==> src/rtl/code_lock_pkg.sv <==
// Shared FSM state type and width helpers for the code lock sequencer.
package code_lock_pkg;

   typedef enum logic [1:0] {
      ENTER = 2'd0,
      EVAL  = 2'd1,
      OPEN  = 2'd2,
      LOCK  = 2'd3
   } state_t;

   localparam int unsigned FAIL_W = 4;

   // Width needed to hold 0..n-1, never below one bit.
   function automatic int unsigned clog2_min1(input int unsigned n);
      return (n < 32'd2) ? 32'd1 : $clog2(n);
   endfunction

endpackage

==> src/rtl/code_lock_ctrl_byte_eq.sv <==
// 8-bit combinational equality comparator shared by every code position.
module byte_eq (
   input  logic [7:0] a,
   input  logic [7:0] b,
   output logic       z
);
   assign z = (a == b);
endmodule

==> src/rtl/code_lock_ctrl.sv <==
// Code lock sequencer: streams entered bytes through one comparator against the stored code.
// Optional lockout timer enabled by defining LOCKOUT_TIMER_EN.
module code_lock_ctrl
   import code_lock_pkg::*;
#(
   parameter int unsigned        DEPTH       = 4,
   parameter int unsigned        MAX_FAIL    = 3,
   parameter logic [8*DEPTH-1:0] RESET_CODE  = 32'h44332211,
   parameter int unsigned        LOCK_CYCLES = 1000
) (
   input  logic       clk,
   input  logic       rst_n,
   input  logic       in_valid,
   input  logic [7:0] in_byte,
   output logic       in_ready,
   input  logic       clr,
   input  logic       prog,
   input  logic       relock,
   output logic       unlock,
   output logic       fail,
   output logic       lockout,
   output logic [3:0] fail_cnt
);

   localparam int unsigned       IDX_W    = clog2_min1(DEPTH);
   localparam logic [IDX_W-1:0]  LAST_IDX = IDX_W'(DEPTH - 1);
   localparam logic [FAIL_W-1:0] FAIL_MAX = FAIL_W'(MAX_FAIL);

   if (DEPTH < 2 || DEPTH > 8) begin : g_bad_depth
      $error("code_lock_ctrl: DEPTH out of range");
   end
   if (MAX_FAIL < 1 || MAX_FAIL > 15) begin : g_bad_max_fail
      $error("code_lock_ctrl: MAX_FAIL out of range");
   end
   if (LOCK_CYCLES < 1) begin : g_bad_lock_cycles
      $error("code_lock_ctrl: LOCK_CYCLES must be at least 1");
   end

   state_t            state_q, state_d;
   logic [IDX_W-1:0]  idx_q, idx_d;
   logic              mis_q, mis_d;
   logic [7:0]        code_q [DEPTH];
   logic [7:0]        code_d [DEPTH];
   logic [FAIL_W-1:0] fail_cnt_q, fail_cnt_d;
   logic              unlock_q, unlock_d;
   logic              fail_q, fail_d;
   logic              lockout_q, lockout_d;
   logic              eq_s, in_ready_s, xfer_s;
`ifdef LOCKOUT_TIMER_EN
   localparam int unsigned      TMR_W    = clog2_min1(LOCK_CYCLES);
   localparam logic [TMR_W-1:0] TMR_LOAD = TMR_W'(LOCK_CYCLES - 1);
   logic [TMR_W-1:0]            tmr_q, tmr_d;
`endif

   byte_eq u_byte_eq (
      .a (in_byte),
      .b (code_q[idx_q]),
      .z (eq_s)
   );

   // Handshake: ENTER and OPEN accept bytes unless clr/relock claims the cycle.
   always_comb begin
      in_ready_s = 1'b0;
      case (state_q)
         ENTER:   in_ready_s = ~clr;
         OPEN:    in_ready_s = ~relock;
         default: in_ready_s = 1'b0;
      endcase
   end

   assign xfer_s   = in_valid & in_ready_s;
   assign in_ready = in_ready_s;

   // Next-state, code store, counters and registered output decode.
   always_comb begin
      state_d    = state_q;
      idx_d      = idx_q;
      mis_d      = mis_q;
      code_d     = code_q;
      fail_cnt_d = fail_cnt_q;
`ifdef LOCKOUT_TIMER_EN
      tmr_d      = tmr_q;
`endif
      case (state_q)
         ENTER: begin
            if (clr) begin
               idx_d = {IDX_W{1'b0}};
               mis_d = 1'b0;
            end else if (xfer_s) begin
               // Every position is compared; a mismatch never shortens the entry.
               mis_d = mis_q | ~eq_s;
               if (idx_q == LAST_IDX) begin
                  idx_d   = {IDX_W{1'b0}};
                  state_d = EVAL;
               end else begin
                  idx_d = idx_q + 1'b1;
               end
            end else begin
               idx_d = idx_q;
            end
         end
         EVAL: begin
            mis_d = 1'b0;
            if (!mis_q) begin
               state_d    = OPEN;
               fail_cnt_d = {FAIL_W{1'b0}};
            end else begin
               fail_cnt_d = (fail_cnt_q < FAIL_MAX) ? fail_cnt_q + 4'd1 : FAIL_MAX;
               if (fail_cnt_d == FAIL_MAX) begin
                  state_d = LOCK;
`ifdef LOCKOUT_TIMER_EN
                  tmr_d   = TMR_LOAD;
`endif
               end else begin
                  state_d = ENTER;
               end
            end
         end
         OPEN: begin
            if (relock) begin
               state_d = ENTER;
               idx_d   = {IDX_W{1'b0}};
            end else if (xfer_s && prog) begin
               code_d[idx_q] = in_byte;
               if (idx_q == LAST_IDX) begin
                  idx_d   = {IDX_W{1'b0}};
                  state_d = ENTER;
               end else begin
                  idx_d = idx_q + 1'b1;
               end
            end else begin
               idx_d = idx_q;
            end
         end
         LOCK: begin
`ifdef LOCKOUT_TIMER_EN
            if (tmr_q == {TMR_W{1'b0}}) begin
               state_d    = ENTER;
               fail_cnt_d = {FAIL_W{1'b0}};
            end else begin
               tmr_d = tmr_q - 1'b1;
            end
`else
            state_d = LOCK;
`endif
         end
         default: state_d = ENTER;
      endcase
      unlock_d  = (state_d == OPEN);
      lockout_d = (state_d == LOCK);
      fail_d    = (state_d == EVAL) & mis_d;
   end

   // State and output registers; reset restores the power-on code.
   always_ff @(posedge clk or negedge rst_n) begin
      if (!rst_n) begin
         state_q    <= ENTER;
         idx_q      <= {IDX_W{1'b0}};
         mis_q      <= 1'b0;
         fail_cnt_q <= {FAIL_W{1'b0}};
         unlock_q   <= 1'b0;
         fail_q     <= 1'b0;
         lockout_q  <= 1'b0;
         for (int i = 0; i < DEPTH; i++) begin
            code_q[i] <= RESET_CODE[8*i +: 8];
         end
`ifdef LOCKOUT_TIMER_EN
         tmr_q      <= {TMR_W{1'b0}};
`endif
      end else begin
         state_q    <= state_d;
         idx_q      <= idx_d;
         mis_q      <= mis_d;
         fail_cnt_q <= fail_cnt_d;
         unlock_q   <= unlock_d;
         fail_q     <= fail_d;
         lockout_q  <= lockout_d;
         code_q     <= code_d;
`ifdef LOCKOUT_TIMER_EN
         tmr_q      <= tmr_d;
`endif
      end
   end

   assign unlock   = unlock_q;
   assign fail     = fail_q;
   assign lockout  = lockout_q;
   assign fail_cnt = fail_cnt_q;

endmodule
==> config.mk <==
export PLATFORM = sky130hd
export DESIGN_NAME = code_lock_ctrl
export DESIGN_NICKNAME = d
export VERILOG_FILES = /design/src/rtl/code_lock_pkg.sv /design/src/rtl/code_lock_ctrl_byte_eq.sv /design/src/rtl/code_lock_ctrl.sv
export SDC_FILE = /design/constraint.sdc
export NUM_CORES = 1
export LEC_CHECK = 0
export ABC_CLOCK_PERIOD_IN_PS = 4200
export BUFFER_PORTS_ARGS = -buffer_cell sky130_fd_sc_hd__buf_2
export CAP_MARGIN = 20
export CELL_PAD_IN_SITES_DETAIL_PLACEMENT = 0
export CELL_PAD_IN_SITES_GLOBAL_PLACEMENT = 1
export CORE_UTILIZATION = 50
export DETAILED_ROUTE_END_ITERATION = 10
export HOLD_SLACK_MARGIN = 0.05
export PLACE_DENSITY_LB_ADDON = 0.1
export SETUP_SLACK_MARGIN = 0.15
export SYNTH_ARGS = -nofsm -noshare
export SYNTH_HDL_FRONTEND = slang
export SYNTH_HIERARCHICAL = 1
export SYNTH_SLANG_ARGS = --single-unit
==> constraint.sdc <==
create_clock -name clk -period 4.2 [get_ports clk]
set_input_delay 0.21 -clock clk [delete_from_list [all_inputs] [get_ports clk]]
set_output_delay 0.21 -clock clk [all_outputs]
set_load 0.01 [all_outputs]
Yosys cells after proc, flatten, opt, wreduce, memory -nomap -nowiden
Cells that the tools add are included.
Widths: inputs -> output; s select.

storage, ports and cells
  register bits after elaboration = 44
  bits of input ports = 14
  output and inout port bits = 8

operators by class
  add/sub/neg operators = 2
  $lt $le $gt $ge = 3
  equal/unequal tests = 11
  multiplexer cells = 27
  bitwise gates (word level) = 7
  reductions and logical operators = 6

operators with widths
  kind                 number
  $bwmux 32            1
  $mux 2               13
  $mux 8               3
  $bmux 8 s2           1
  $demux 8 s2          1
  $eq 2x2->1 const B   5
  $eq 8x8->1           1
  $mux 4               2
  $pmux 2 s4           1
  $ne 3x3->1 const B   2
  $reduce_and 3->1     2
  $add 4x1->4 const B  1
  $eq 2x1->1 const B   2
  $eq 4x2->1 const B   1
  $lt 4x2->1 const B   1
  $pmux 1 s2           2
  $pmux 2 s2           1
  $ge 3x3->1 const B   1
  $lt 3x1->1 const B   1
  $not 1->1            3
  $not 2->3            1
  $add 2x1->2 const B  1
  $and 1x1->1          2
  $logic_and 1x1->1    2
  other kinds (4)      5

Longest topological paths before layout
Gate-level depths: netlist of run 1.

  depth after elaboration = 11
  gate-level depth with buffers = 7

By module
The synthesis of run 1 kept the hierarchy.

by module, submodules not included
  module          times used  cells an instance  area an instance (µm²)  seq. area each (µm²)
  code_lock_ctrl  1           143                2105.8                  1113.6
  byte_eq         1           11                 86.3                    0.0

Worst setup path before layout of run 1
OpenSTA, ideal clock, no wires.

  path kind = register to register
  from = reg idx_q[0]
  to = reg mis_q
  arrival = 1785 ps
  data required time = 4079 ps
  path slack = 2294 ps
  stages on the path, launching flop included = 8
  period minus slack after synthesis = 1906 ps
  cells stage by stage = dfrtp_1 -> buf_2 -> mux4_2 -> xnor2_1 -> nand4_1 -> nor2_1 -> nor3b_1 -> o22a_1

between the ends
  cells in the longest elaborated chain, start to end = 10

RTL lines
  what                                        line                         source
  start: declaration                          code_lock_ctrl.sv:40         logic [IDX_W-1:0] idx_q, idx_d;
  start signal: assignment                    code_lock_ctrl.sv:158        idx_q <= {IDX_W{1'b0}};
  start signal: assignment                    code_lock_ctrl.sv:172        idx_q <= idx_d;
  $not 2->3 (implied by the code)             code_lock_ctrl.sv:57         .b (code_q[idx_q]),
  $bmux 8 s2                                  code_lock_ctrl.sv:57
  $mux 8 (implied by the code) (2 in series)  code_lock_ctrl.sv:57
  $eq 8x8->1                                  code_lock_ctrl_byte_eq.sv:7  assign z = (a == b);
  net eq_s                                    code_lock_ctrl.sv:48         logic eq_s, in_ready_s, xfer_s;
  $not 1->1                                   code_lock_ctrl.sv:91         mis_d = mis_q | ~eq_s;
  $or 1x1->1                                  code_lock_ctrl.sv:91
  $mux 1                                      code_lock_ctrl.sv:89         end else if (xfer_s) begin
  $mux 1                                      code_lock_ctrl.sv:86         if (clr) begin
  $pmux 1 s2                                  code_lock_ctrl.sv:84         case (state_q)
  net mis_d                                   code_lock_ctrl.sv:41         logic mis_q, mis_d;
  end signal: assignment                      code_lock_ctrl.sv:173        mis_q <= mis_d;
  end: declaration                            code_lock_ctrl.sv:41

The timed path passes the listed nets, and every way through them passes these cells. The select of a mux whose other input is x is not followed.
A chain may end at the register's enable or synchronous reset.

Worst setup path after layout of run 1
Same ends and word-level chain as after synthesis.

==> results of run 1 <==
-- path summary, 6_finish.rpt --
kind                       depth (start not counted)                  start                endpoint
setup / recovery                                   6   idx_q[0]$_DFFE_PN0P_         mis_q$_DFF_PN0_
hold / removal                                     1                  rst_n  code_q[30]$_DFFE_PN0P_
setup reg to reg                                   6   idx_q[0]$_DFFE_PN0P_         mis_q$_DFF_PN0_
hold reg to reg                                    1  code_q[1]$_DFFE_PN0P_   code_q[1]$_DFFE_PN0P_
max in group asynchronous                          1                  rst_n         mis_q$_DFF_PN0_
min in group clk                                   2             in_byte[0]   code_q[0]$_DFFE_PN0P_
-- per-layer routing --
metal / vias up / wire [um] / share of wire
met2: 21 / 1850 / 0.47
li1: 611 / - / -
met3: 6 / 137 / 0.035
met5: - / 0 / 0
met4: 0 / 48 / 0.012
met1: 638 / 1880 / 0.48
-- cell usage after synthesis (2+ instances only) --
library cell / instances / area [um2]
nand2_1: 4 / 15.0
nand4_1: 2 / 12.5
inv_1: 7 / 26.3
buf_2: 2 / 10.0
a21oi_1: 4 / 20.0
ha_1: 5 / 62.6
o21ai_0: 5 / 25.0
nand2b_1: 2 / 12.5
nor3_1: 2 / 10.0
nor3b_4: 3 / 56.3
mux4_2: 8 / 180
xnor2_1: 8 / 70.1
a211oi_1: 2 / 15.0
dfrtp_1: 34 / 851
nor2_1: 4 / 15.0
and2_1: 2 / 12.5
mux2_2: 33 / 372
dfstp_2: 10 / 263
-- logic make-up after synthesis --
group / share of synthesized area
flip-flops: 0.508
multiplexers: 0.257
AND/OR/NAND/NOR: 0.109
AO/OA/AOI/OAI: 0.0422
buffers and inverters: 0.0234
XOR/XNOR: 0.0320
adder cells (fa/ha/maj): 0.0285
-- cell type report --
type / instances / area, um2 / area share
tap: 50 / 62.6 / 0.0255
inverter: 7 / 26.3 / 0.0107
clock inverter: 3 / 46.3 / 0.0189
clock buffer: 5 / 68.8 / 0.0281
multi-input combinational: 99 / 1030 / 0.419
timing repair buffer: 21 / 105 / 0.0429
sequential: 44 / 1110 / 0.455
-- sequential cells by signal, summed over array words and instances, names as in the netlist --
name      flops
lockout       1
fail_cnt      4
mis_q         1
unlock        1
state_q       2
idx_q         2
fail          1
code_q       32
-- stage by stage --
step / area, um2 / setup WS, ns
floorplan: 2190 / 2.29
global placement: 2330 / 1.91
detailed placement: 2330 / 1.91
CTS: 2450 / 1.90
global route: 2450 / 1.73
finish: 2450 / 1.93
-- worst max-delay path: stages (launching register included) --
cell     delay, ns
dfrtp_1       0.76
mux4_2        0.59
xnor2_1       0.20
nand4_1       0.16
nor2_1        0.19
nor3b_1       0.07
o22a_1        0.19
-- power breakdown --
group          internal [uW]  leakage, uW  switching [uW]  total, uW
Combinational            141     0.000507             104        245
Clock                    179    0.0000548             147        326
Sequential               481     0.000570            72.2        554
==> summary.txt, run 1 <==
Status
  • Status: finished clean

Global route
  • First-pass GRT wire length: 6380 um
  • Largest net degree at the start of global routing: 45
  • Met2 usage: 0.294
  • Global route hottest layer: met2
  • GRT Total Usage: 0.196
  • Met3 usage: 0.0400
  • Grt total ovfl: 0
  • Number of global-route vias before repair: roughly 1.3k
  • Antenna violations before repair: 0
  • GR Util met1: 0.274

Placement
  • I/O Buffers: 21
  • HPWL after detailed placement: 2770 um
  • Placed Cells: 221
  • Routability Congestion: 0.788

CTS
  • CTS tree: built
  • Reg clk slew, reported paths: about 0.090 ns
  • CTS H-tree lvls: 2
  • Cts hold-fix bufs: 0
  • Clock root buffer: clkbuf_8
  • Cts repair resizes: 0
  • Post-CTS Setup Inserts: 0
  • Clock Latency Late Sink: 0.30 ns
  • CTS Buf Count: 5
  • CTS Sinks: 44
  • Worst-case clock buffer depth: 2

Power and ir drop
  • Leakage: between 0.001 and 0.0015 uW
  • Peak VDD IR: 0.000245 V
  • Total power: 1120 uW
  • Pwr per Cell Area: 459 mW/mm2

Floorplan
  • Initial Util: 0.533
  • Io pins: 22
  • Chip height: 68.2 um
  • Die width: 68.2 um
  • # rows: 23
  • Core ar.: between 0.004 and 0.005 mm2
  • Die area: 0.00465 mm2

STA
  • Least-Margin Pin Slew: 0.933 ns
  • Clock skew: roughly 0.012 ns
  • Peak Freq: 441 MHz
  • Relative slew slack: 0.378
  • Slew Limit Fails: 0
  • Min Hold Slack: ~0.04 ns
  • Crit share post-route: 0.540
  • TNS Setup: 0 ns
  • Final Hold Vio Count: 0
  • RSZ-0062 raised after global routing: false
  • Setup violators final: 0
  • Fin crit period: 2.27 ns

Logic synthesis
  • Synthesized area: 0.00219 mm2
  • Prevailing post-synth register cell: dfrtp_1
  • Synth cell types: 35
  • Mapped Nets: between 150 and 200
  • Sequential area share after synthesis: 0.508
  • Post-synth EDFFs: 0
  • Post-Syn Instances: 154
  • Synth warn: 6
  • Yosys reg bits: 44
  • Avg Inst Size Synth: 14.2 um2
  • Post-synth ARST share: 1.00

Route
  • Post-Route WL: 3910 um
  • DR vias/cell: 5.57
  • Drt drc: 0
  • Wire per inst: between 15 and 20 um
  • Via count: around 1.3k
  • 1st-pass router iterations: 4
  • Antenna-violating nets left: 0
  • DRT iter0 DRCs: 87

Cells and area
  • FILL cells: around 340
  • Antenna Cells: 0
  • Commonest non-fill, non-tap cell in the layout: dfrtp_1
  • Most frequent cells in the layout: dfrtp_1, mux2_2, buf_2
  • Synthesis-to-finish area growth: 11.8%
  • Final Core Density: 0.595
  • Nets: 197
  • Layout cells sized above 1: 0.486
  • Cell Count, Final, Fillers Out: 229

Setup path
  • Critical path class: reg -> reg
  • Worst Path Max Fanout: 13
  • Crit. End Element: register
  • CP arrival: 2.46 ns
  • Req. time, crit path: about 4.4 ns
  • R2R Setup Slk: 1.93 ns
  • Crit start category: register

Hold path
  • Hold Path Class: in -> async

Run
  • Max Cap Violations: 0
Note: power is estimated with default switching activity, not from simulation.
==> inputs of run 2 (changes only) <==
--- a/config.mk
+++ b/config.mk
@@ -5,12 +5,12 @@
 export SDC_FILE = /design/constraint.sdc
 export NUM_CORES = 1
 export LEC_CHECK = 0
-export ABC_CLOCK_PERIOD_IN_PS = 4200
+export ABC_CLOCK_PERIOD_IN_PS = 1800
 export BUFFER_PORTS_ARGS = -buffer_cell sky130_fd_sc_hd__buf_2
 export CAP_MARGIN = 20
 export CELL_PAD_IN_SITES_DETAIL_PLACEMENT = 0
 export CELL_PAD_IN_SITES_GLOBAL_PLACEMENT = 1
-export CORE_UTILIZATION = 50
+export CORE_UTILIZATION = 43
 export DETAILED_ROUTE_END_ITERATION = 10
 export HOLD_SLACK_MARGIN = 0.05
 export PLACE_DENSITY_LB_ADDON = 0.1
==> constraint.sdc (replaced) <==
create_clock -name clk -period 1.8 [get_ports clk]
set_input_delay 0.09 -clock clk [delete_from_list [all_inputs] [get_ports clk]]
set_output_delay 0.09 -clock clk [all_outputs]
set_load 0.01 [all_outputs]
==> run 2 against run 1 <==
The run now ends with setup timing left. Worst hold slack improved by 0.060 ns. Flip-flop and latch count did not move. Via count rose by 9.9%. Sequential power rose by 120%. Clock-buffer cell count rose by 2. Maximum frequency rose by 20%. First-iteration DRC count fell by 31%. Die area rose by 16%. Highest routed layer unchanged. Worst setup slack got worse by 2.0 ns.
==> summary.txt, run 2 (synthesis gave the netlist of run 1 again) <==
Status
  • Status: finished, violations left (was finished clean)
  • Failing checks: setup timing

Power and ir drop
  • Sequential share of power: 0.414 (was 0.492)
  • Power share of the combinational group: 0.366 (was 0.218)
  • Int Pwr: 2060 uW (was 801 uW)
  • Net Sw Frac: 0.304 (was 0.287)
  • Clock share of power: 0.220 (was 0.290)
  • Total power: 2950 uW (was 1120 uW)
  • Pwr per Cell Area: 1010 mW/mm2 (was 459 mW/mm2)
  • Leakage: 0.00131 uW (was 0.00113 uW)
  • Net Switching: 897 uW (was 323 uW)
  • Peak VDD IR: 0.000540 V (was 0.000245 V)

Floorplan
  • Chip height: 73.4 um (was 68.2 um)
  • Core ar.: 0.00482 mm2 (was 0.00412 mm2)
  • Die width: 73.4 um (was 68.2 um)
  • Initial Util: 0.455 (was 0.533)
  • # rows: 25 (was 23)
  • Io pins: 22 (unchanged)
  • Die area: 0.00539 mm2 (was 0.00465 mm2)

Cells and area
  • Largest register by flop count: code_q (unchanged)
  • Commonest non-fill, non-tap cell in the layout: dfrtp_1 (unchanged)
  • Layout cells sized above 1: 0.618 (was 0.486)
  • FILL cells: 390 (was 336)
  • Nets: 217 (was 197)
  • Max reg flops: 32 (unchanged)
  • Synthesis-to-finish area growth: 33.4% (was 11.8%)
  • Seq. cell area: 0.00111 mm2 (unchanged)
  • Area of the multi-input gates: 0.00126 mm2 (was 0.00103 mm2)
  • Fin area: 0.00293 mm2 (was 0.00245 mm2)
  • Final Core Density: 0.607 (was 0.595)
  • Most frequent cells in the layout: dfrtp_1, mux2_4, buf_2 (was dfrtp_1, mux2_2, buf_2)
  • Antenna Cells: 0 (unchanged)

Setup path
  • Crit. End Element: register (unchanged)
  • Buf/Inv on CP: 1 (was 0)
  • R2R Setup Slk: -0.08 ns (was 1.93 ns)
  • Worst path slowest cell: mux4_2 (was dfrtp_1)
  • Worst Path Max Fanout: 6 (was 13)
  • Req. time, crit path: 1.98 ns (was 4.39 ns)
  • Critical path class: reg -> reg (unchanged)
  • Largest delay share family, worst path: multiplexers (was flip-flops)
  • Slowest stage delay, CP: 0.52 ns (was 0.76 ns)
  • Crit path cell chain: buf_12 -> mux4_2 -> xnor2_2 -> nand4_1 -> nor2_2 -> nor3b_1 -> o22a_1 (was mux4_2 -> xnor2_1 -> nand4_1 -> nor2_1 -> nor3b_1 -> o22a_1)
  • CP arrival: 2.07 ns (was 2.46 ns)
  • Crit start category: register (unchanged)

CTS
  • CTS tree: built (unchanged)
  • Clock Latency Late Sink: 0.29 ns (was 0.30 ns)
  • Clock root buffer: clkbuf_8 (unchanged)
  • Worst-case clock buffer depth: 2 (unchanged)
  • Reg clk slew, reported paths: 0.08 ns (was 0.09 ns)
  • CTS Buf Count: 5 (unchanged)
  • CTS H-tree lvls: 2 (unchanged)
  • CTS Sinks: 44 (unchanged)

Route
  • Via count: 1402 (was 1276)
  • Drt drc: 0 (unchanged)
  • Antenna-violating nets left: 0 (unchanged)
  • 1st-pass router iterations: 4 (unchanged)
  • DRT iter0 DRCs: 60 (was 87)
  • DR vias/cell: 5.27 (was 5.57)
  • Post-Route WL: 4920 um (was 3910 um)
  • Wire per inst: 18.5 um (was 17.1 um)

Placement
  • HPWL after detailed placement: 3150 um (was 2770 um)
  • I/O Buffers: 21 (unchanged)
  • Routability Congestion: 0.777 (was 0.788)
  • Placed instance area: 0.00251 mm2 (was 0.00233 mm2)

Global route
  • First-pass GRT wire length: 8090 um (was 6380 um)
  • Antenna violations before repair: 0 (unchanged)
  • Number of global-route vias before repair: 1578 (was 1266)
  • Largest net degree at the start of global routing: 45 (unchanged)
  • GRT Total Usage: 0.205 (was 0.196)
  • Grt total ovfl: 0 (unchanged)

STA
  • Slew Limit Fails: 0 (unchanged)
  • Fin crit period: 1.88 ns (was 2.27 ns)
  • Final Hold Vio Count: 0 (unchanged)
  • Clock skew: 0.00497 ns (was 0.0124 ns)
  • Final setup margin: -0.0839 ns (was 1.93 ns)
  • Peak Freq: 531 MHz (was 441 MHz)
  • Least-Margin Pin Slew: 0.568 ns (was 0.933 ns)
  • Crit share post-route: 1.05 (was 0.540)
  • Setup violators final: 23 (was 0)
  • Relative slew slack: 0.621 (was 0.378)
  • RSZ-0062 raised after global routing: true (was false)

Hold path
  • Hold Path Class: in -> reg (was in -> async)

Run
  • Max Cap Violations: 0 (unchanged)
-- run 2: cell types whose count changed in the layout (fill, tap and decap cells not counted), sizes merged --
cell and delta:
dlygate4sd3 +1, buf +19, inv -1, bufinv -1, clkbuf +2
-- run 2: area by class of cell --
class / count / share of cell area
tap: 67 / 0.0287
inverter: 7 / 0.0107
clock inverter: 1 / 0.00257
multi-input combinational: 99 / 0.429
timing repair buffer: 41 / 0.118
sequential: 44 / 0.381
clock buffer: 7 / 0.0295
-- run 2: repair_timing --
| item | in CTS | in global routing |
|---|---|---|
| resized for setup | 42 | 15 |
| pin swaps | 7 | 2 |
| hold buffers | 1 | 0 |
| endpoints found under the hold margin | 34 | 0 |
| buffers inserted | 6 | 1 |
| endpoints found under the setup margin | 34 | 38 |
-- run 2: path summary, 6_finish.rpt --
check	start	end	depth (start not counted)
worst min register to register	code_q[5]$_DFFE_PN0P_	code_q[5]$_DFFE_PN0P_	1
worst min-delay path	in_byte[2]	code_q[18]$_DFFE_PN0P_	2
worst max-delay path	idx_q[0]$_DFFE_PN0P_	mis_q$_DFF_PN0_	7
worst max register to register	idx_q[0]$_DFFE_PN0P_	mis_q$_DFF_PN0_	7
min in group asynchronous	rst_n	code_q[4]$_DFFE_PN0P_	3
max in group asynchronous	rst_n	code_q[6]$_DFFE_PN1P_	3
-- run 2: through the flow --
stage | worst slack (ns) | setup TNS, ns | instances | hold WS [ns]
floorplan | 0.0346 | 0 | 154 | -0.206
global placement | -0.151 | -0.564 | 250 | 0.190
detailed placement | -0.148 | -1.13 | 250 | 0.203
CTS | -0.0980 | -0.352 | 265 | 0.0910
global route | -0.161 | -2.40 | 266 | 0.116
finish | -0.0839 | -0.501 | 266 | 0.101
-- run 2: metal layers --
layer,track usage,vias to the layer above,routed length (um)
met5,0,-,0
met4,0.0662,0,51
met3,0.0329,6,131
met2,0.367,26,2620
met1,0.252,726,2120
li1,-,644,-
-- run 2: power groups by stage --
| stage | sequential (uW) | clock, uW | combinational (uW) |
|---|---|---|---|
| floorplan | 1220 | 0 | 531 |
| global placement | 1220 | 0 | 786 |
| detailed placement | 1230 | 0 | 811 |
| CTS | 1220 | 666 | 988 |
| global route | 1240 | 704 | 1160 |
| finish | 1220 | 650 | 1080 |
==> inputs of run 3 (changes only) <==
--- a/config.mk
+++ b/config.mk
@@ -14,8 +14,10 @@
 export DETAILED_ROUTE_END_ITERATION = 10
 export HOLD_SLACK_MARGIN = 0.05
 export PLACE_DENSITY_LB_ADDON = 0.1
+export RECOVER_POWER = 50
 export SETUP_SLACK_MARGIN = 0.15
 export SYNTH_ARGS = -nofsm -noshare
 export SYNTH_HDL_FRONTEND = slang
 export SYNTH_HIERARCHICAL = 1
 export SYNTH_SLANG_ARGS = --single-unit
+export TNS_END_PERCENT = 5
==> run 3 against run 2 <==
The run still ends with setup timing left. Worst hold slack got worse by 0.012 ns. Maximum frequency decreased by 0.51%. Core utilization decreased by 4.4 points. Critical path type unchanged. Critical endpoint unchanged. Largest cell class is now registers. Largest power group unchanged. Highest routed layer unchanged.
==> summary.txt, run 3 (synthesis gave the netlist of run 1 again) <==
Status
  • Status: finished, violations left (unchanged)
  • Failing checks: setup timing (unchanged)

STA
  • RSZ-0062 raised after global routing: true (unchanged)
  • Relative slew slack: 0.147 (was 0.621)
  • Fin crit period: 1.89 ns (was 1.88 ns)
  • Final setup margin: -0.0936 ns (was -0.0839 ns)
  • Crit share post-route: 1.05 (about the same)
  • Setup violators final: 2 (was 23)
  • Slew Limit Fails: 0 (unchanged)
  • Peak Freq: 528 MHz (was 531 MHz)
  • Final Hold Vio Count: 0 (unchanged)
  • Least-Margin Pin Slew: 1.28 ns (was 0.568 ns)
  • TNS Setup: -0.119 ns (was -0.501 ns)
  • Clock skew: 0.00576 ns (was 0.00497 ns)

Setup path
  • R2R Setup Slk: -0.09 ns (was -0.08 ns)
  • RR Endpoint: mis_q$_DFF_PN0_ (unchanged)
  • R2R cell count: 7 (unchanged)
  • Crit. End Element: register (unchanged)
  • Req. time, crit path: 1.99 ns (was 1.98 ns)
  • CP arrival: 2.08 ns (was 2.07 ns)
  • Crit start category: register (unchanged)
  • Worst R2R Start: idx_q[0]$_DFFE_PN0P_ (unchanged)
  • Critical path class: reg -> reg (unchanged)
  • Worst Path Max Fanout: 5 (was 6)

CTS
  • Reg clk slew, reported paths: 0.09 ns (was 0.08 ns)
  • CTS Buf Count: 5 (unchanged)
  • CTS H-tree lvls: 2 (unchanged)
  • CTS tree: built (unchanged)
  • Clock Latency Late Sink: 0.30 ns (was 0.29 ns)
  • Clock root buffer: clkbuf_8 (unchanged)
  • CTS Sinks: 44 (unchanged)
  • Worst-case clock buffer depth: 2 (unchanged)

Floorplan
  • Chip height: 73.4 um (unchanged)
  • Die width: 73.4 um (unchanged)
  • # rows: 25 (unchanged)
  • Core ar.: 0.00482 mm2 (unchanged)
  • Initial Util: 0.455 (unchanged)
  • Die area: 0.00539 mm2 (unchanged)
  • Io pins: 22 (unchanged)

Route
  • Met3 routed WL: 109 um (was 131 um)
  • DR top layer: met4 (unchanged)
  • Antenna-violating nets left: 0 (unchanged)
  • 1st-pass router iterations: 4 (unchanged)
  • Wire per inst: 15.6 um (was 18.5 um)
  • DRT iter0 DRCs: 63 (was 60)
  • Post-Route WL: 4070 um (was 4920 um)
  • Metal-1 WL: 1890 um (was 2120 um)
  • Via count: 1352 (was 1402)
  • DR WL met2: 2000 um (was 2620 um)
  • Drt drc: 0 (unchanged)
  • DR vias/cell: 5.18 (was 5.27)

Placement
  • Routability Congestion: 0.779 (was 0.777)
  • Placed Cells: 250 (unchanged)
  • HPWL after detailed placement: 2930 um (was 3150 um)
  • I/O Buffers: 21 (unchanged)
  • Dpl ws: -0.133 ns (was -0.148 ns)

Global route
  • Largest net degree at the start of global routing: 24 (was 45)
  • Grt total ovfl: 0 (unchanged)
  • Number of global-route vias before repair: 1400 (was 1578)
  • GRT Total Usage: 0.173 (was 0.205)
  • Antenna violations before repair: 0 (unchanged)
  • First-pass GRT wire length: 6760 um (was 8090 um)

Cells and area
  • Layout cells sized above 1: 0.541 (was 0.618)
  • Synthesis-to-finish area growth: 23.7% (was 33.4%)
  • Most frequent cells in the layout: dfrtp_1, mux2_2, buf_2 (was dfrtp_1, mux2_4, buf_2)
  • Commonest non-fill, non-tap cell in the layout: dfrtp_1 (unchanged)
  • Antenna Cells: 0 (unchanged)
  • Final Core Density: 0.563 (was 0.607)
  • Nets: 212 (was 217)
  • Cell Count, Final, Fillers Out: 261 (was 266)
  • Largest register by flop count: code_q (unchanged)
  • Max reg flops: 32 (unchanged)

Hold path
  • Hold Startpoint: in_byte[7] (was in_byte[2])
  • Endpoint, Worst Hold: code_q[23]$_DFFE_PN0P_ (was code_q[18]$_DFFE_PN0P_)
  • Hold Path Class: in -> reg (unchanged)
  • Hold depth: 2 (unchanged)

Power and ir drop
  • Total power: 2810 uW (was 2950 uW)
  • Leakage: 0.00123 uW (was 0.00131 uW)
  • Pwr per Cell Area: 1030 mW/mm2 (was 1010 mW/mm2)
  • Peak VDD IR: 0.000524 V (was 0.000540 V)

Run
  • Max Cap Violations: 0 (unchanged)
==> run 3: changes by cell type in the layout (fill, tap and decap cells not counted), moves of 3 or more <==
cell	delta
mux2_4	-30
buf_2	-5
ha_4	-3
ha_1	+3
buf_6	-4
mux2_2	+29
clkbuf_1	+4
==> run 3: final cells by class <==
type / instances / area [um2]
flip-flops and latches: 44 / 1110
inverters: 7 / 26.3
clock buffers: 5 / 68.8
well taps: 67 / 83.8
clock inverters: 3 / 46.3
multi-input cells: 99 / 1080
fillers: 442 / 2110
repair buffers: 36 / 293
==> run 3: what timing repair did <==
action                                 CTS  global route
setup buffers                            2             0
pin swaps                                3             3
hold buffers                             1             0
endpoints found under the hold margin   19             0
cloned                                   0             0
setup endpoints to repair               33            37
gates resized for setup                  4             7
==> run 3: worst max-delay path by stage <==
stage,from,end,slack (ns)
after floorplan,idx_q[0]$_DFFE_PN0P_,mis_q$_DFF_PN0_,0.03
after global placement,idx_q[0]$_DFFE_PN0P_,mis_q$_DFF_PN0_,-0.11
after detailed placement,idx_q[0]$_DFFE_PN0P_,code_q[29]$_DFFE_PN0P_,-0.13
after CTS,idx_q[0]$_DFFE_PN0P_,mis_q$_DFF_PN0_,-0.09
after global routing,idx_q[0]$_DFFE_PN0P_,mis_q$_DFF_PN0_,-0.17
final,idx_q[0]$_DFFE_PN0P_,mis_q$_DFF_PN0_,-0.09
==> run 3: power breakdown <==
| part | switching, uW | internal (uW) |
|---|---|---|
| sequential | 85.2 | 1130 |
| combinational | 362 | 466 |
| clock | 350 | 418 |
==> run 3: layer usage <==
metal  vias to the layer above  GRT usage
li1                        636          -
met1                       693      0.218
met2                        17      0.286
met3                         6     0.0453
met4                         0     0.0641
met5                         -          0
==> run 3: critical path: stages, from the launching register on <==
cell and delay, ns:
dfrtp_1 0.41, buf_12 0.14, mux4_2 0.52, xnor2_2 0.16, nand4_1 0.14, nor2_2 0.17
nor3b_1 0.07, o22a_1 0.17
==> run 3: metrics by stage <==
step / area [um2] / hold slack (ns)
6_report: 2710 / 0.0888
5_1_grt: 2710 / 0.0919
4_1_cts: 2700 / 0.0730
3_5_place_dp: 2510 / 0.107
3_3_place_gp: 2510 / 0.0960
2_1_floorplan: 2200 / -0.206
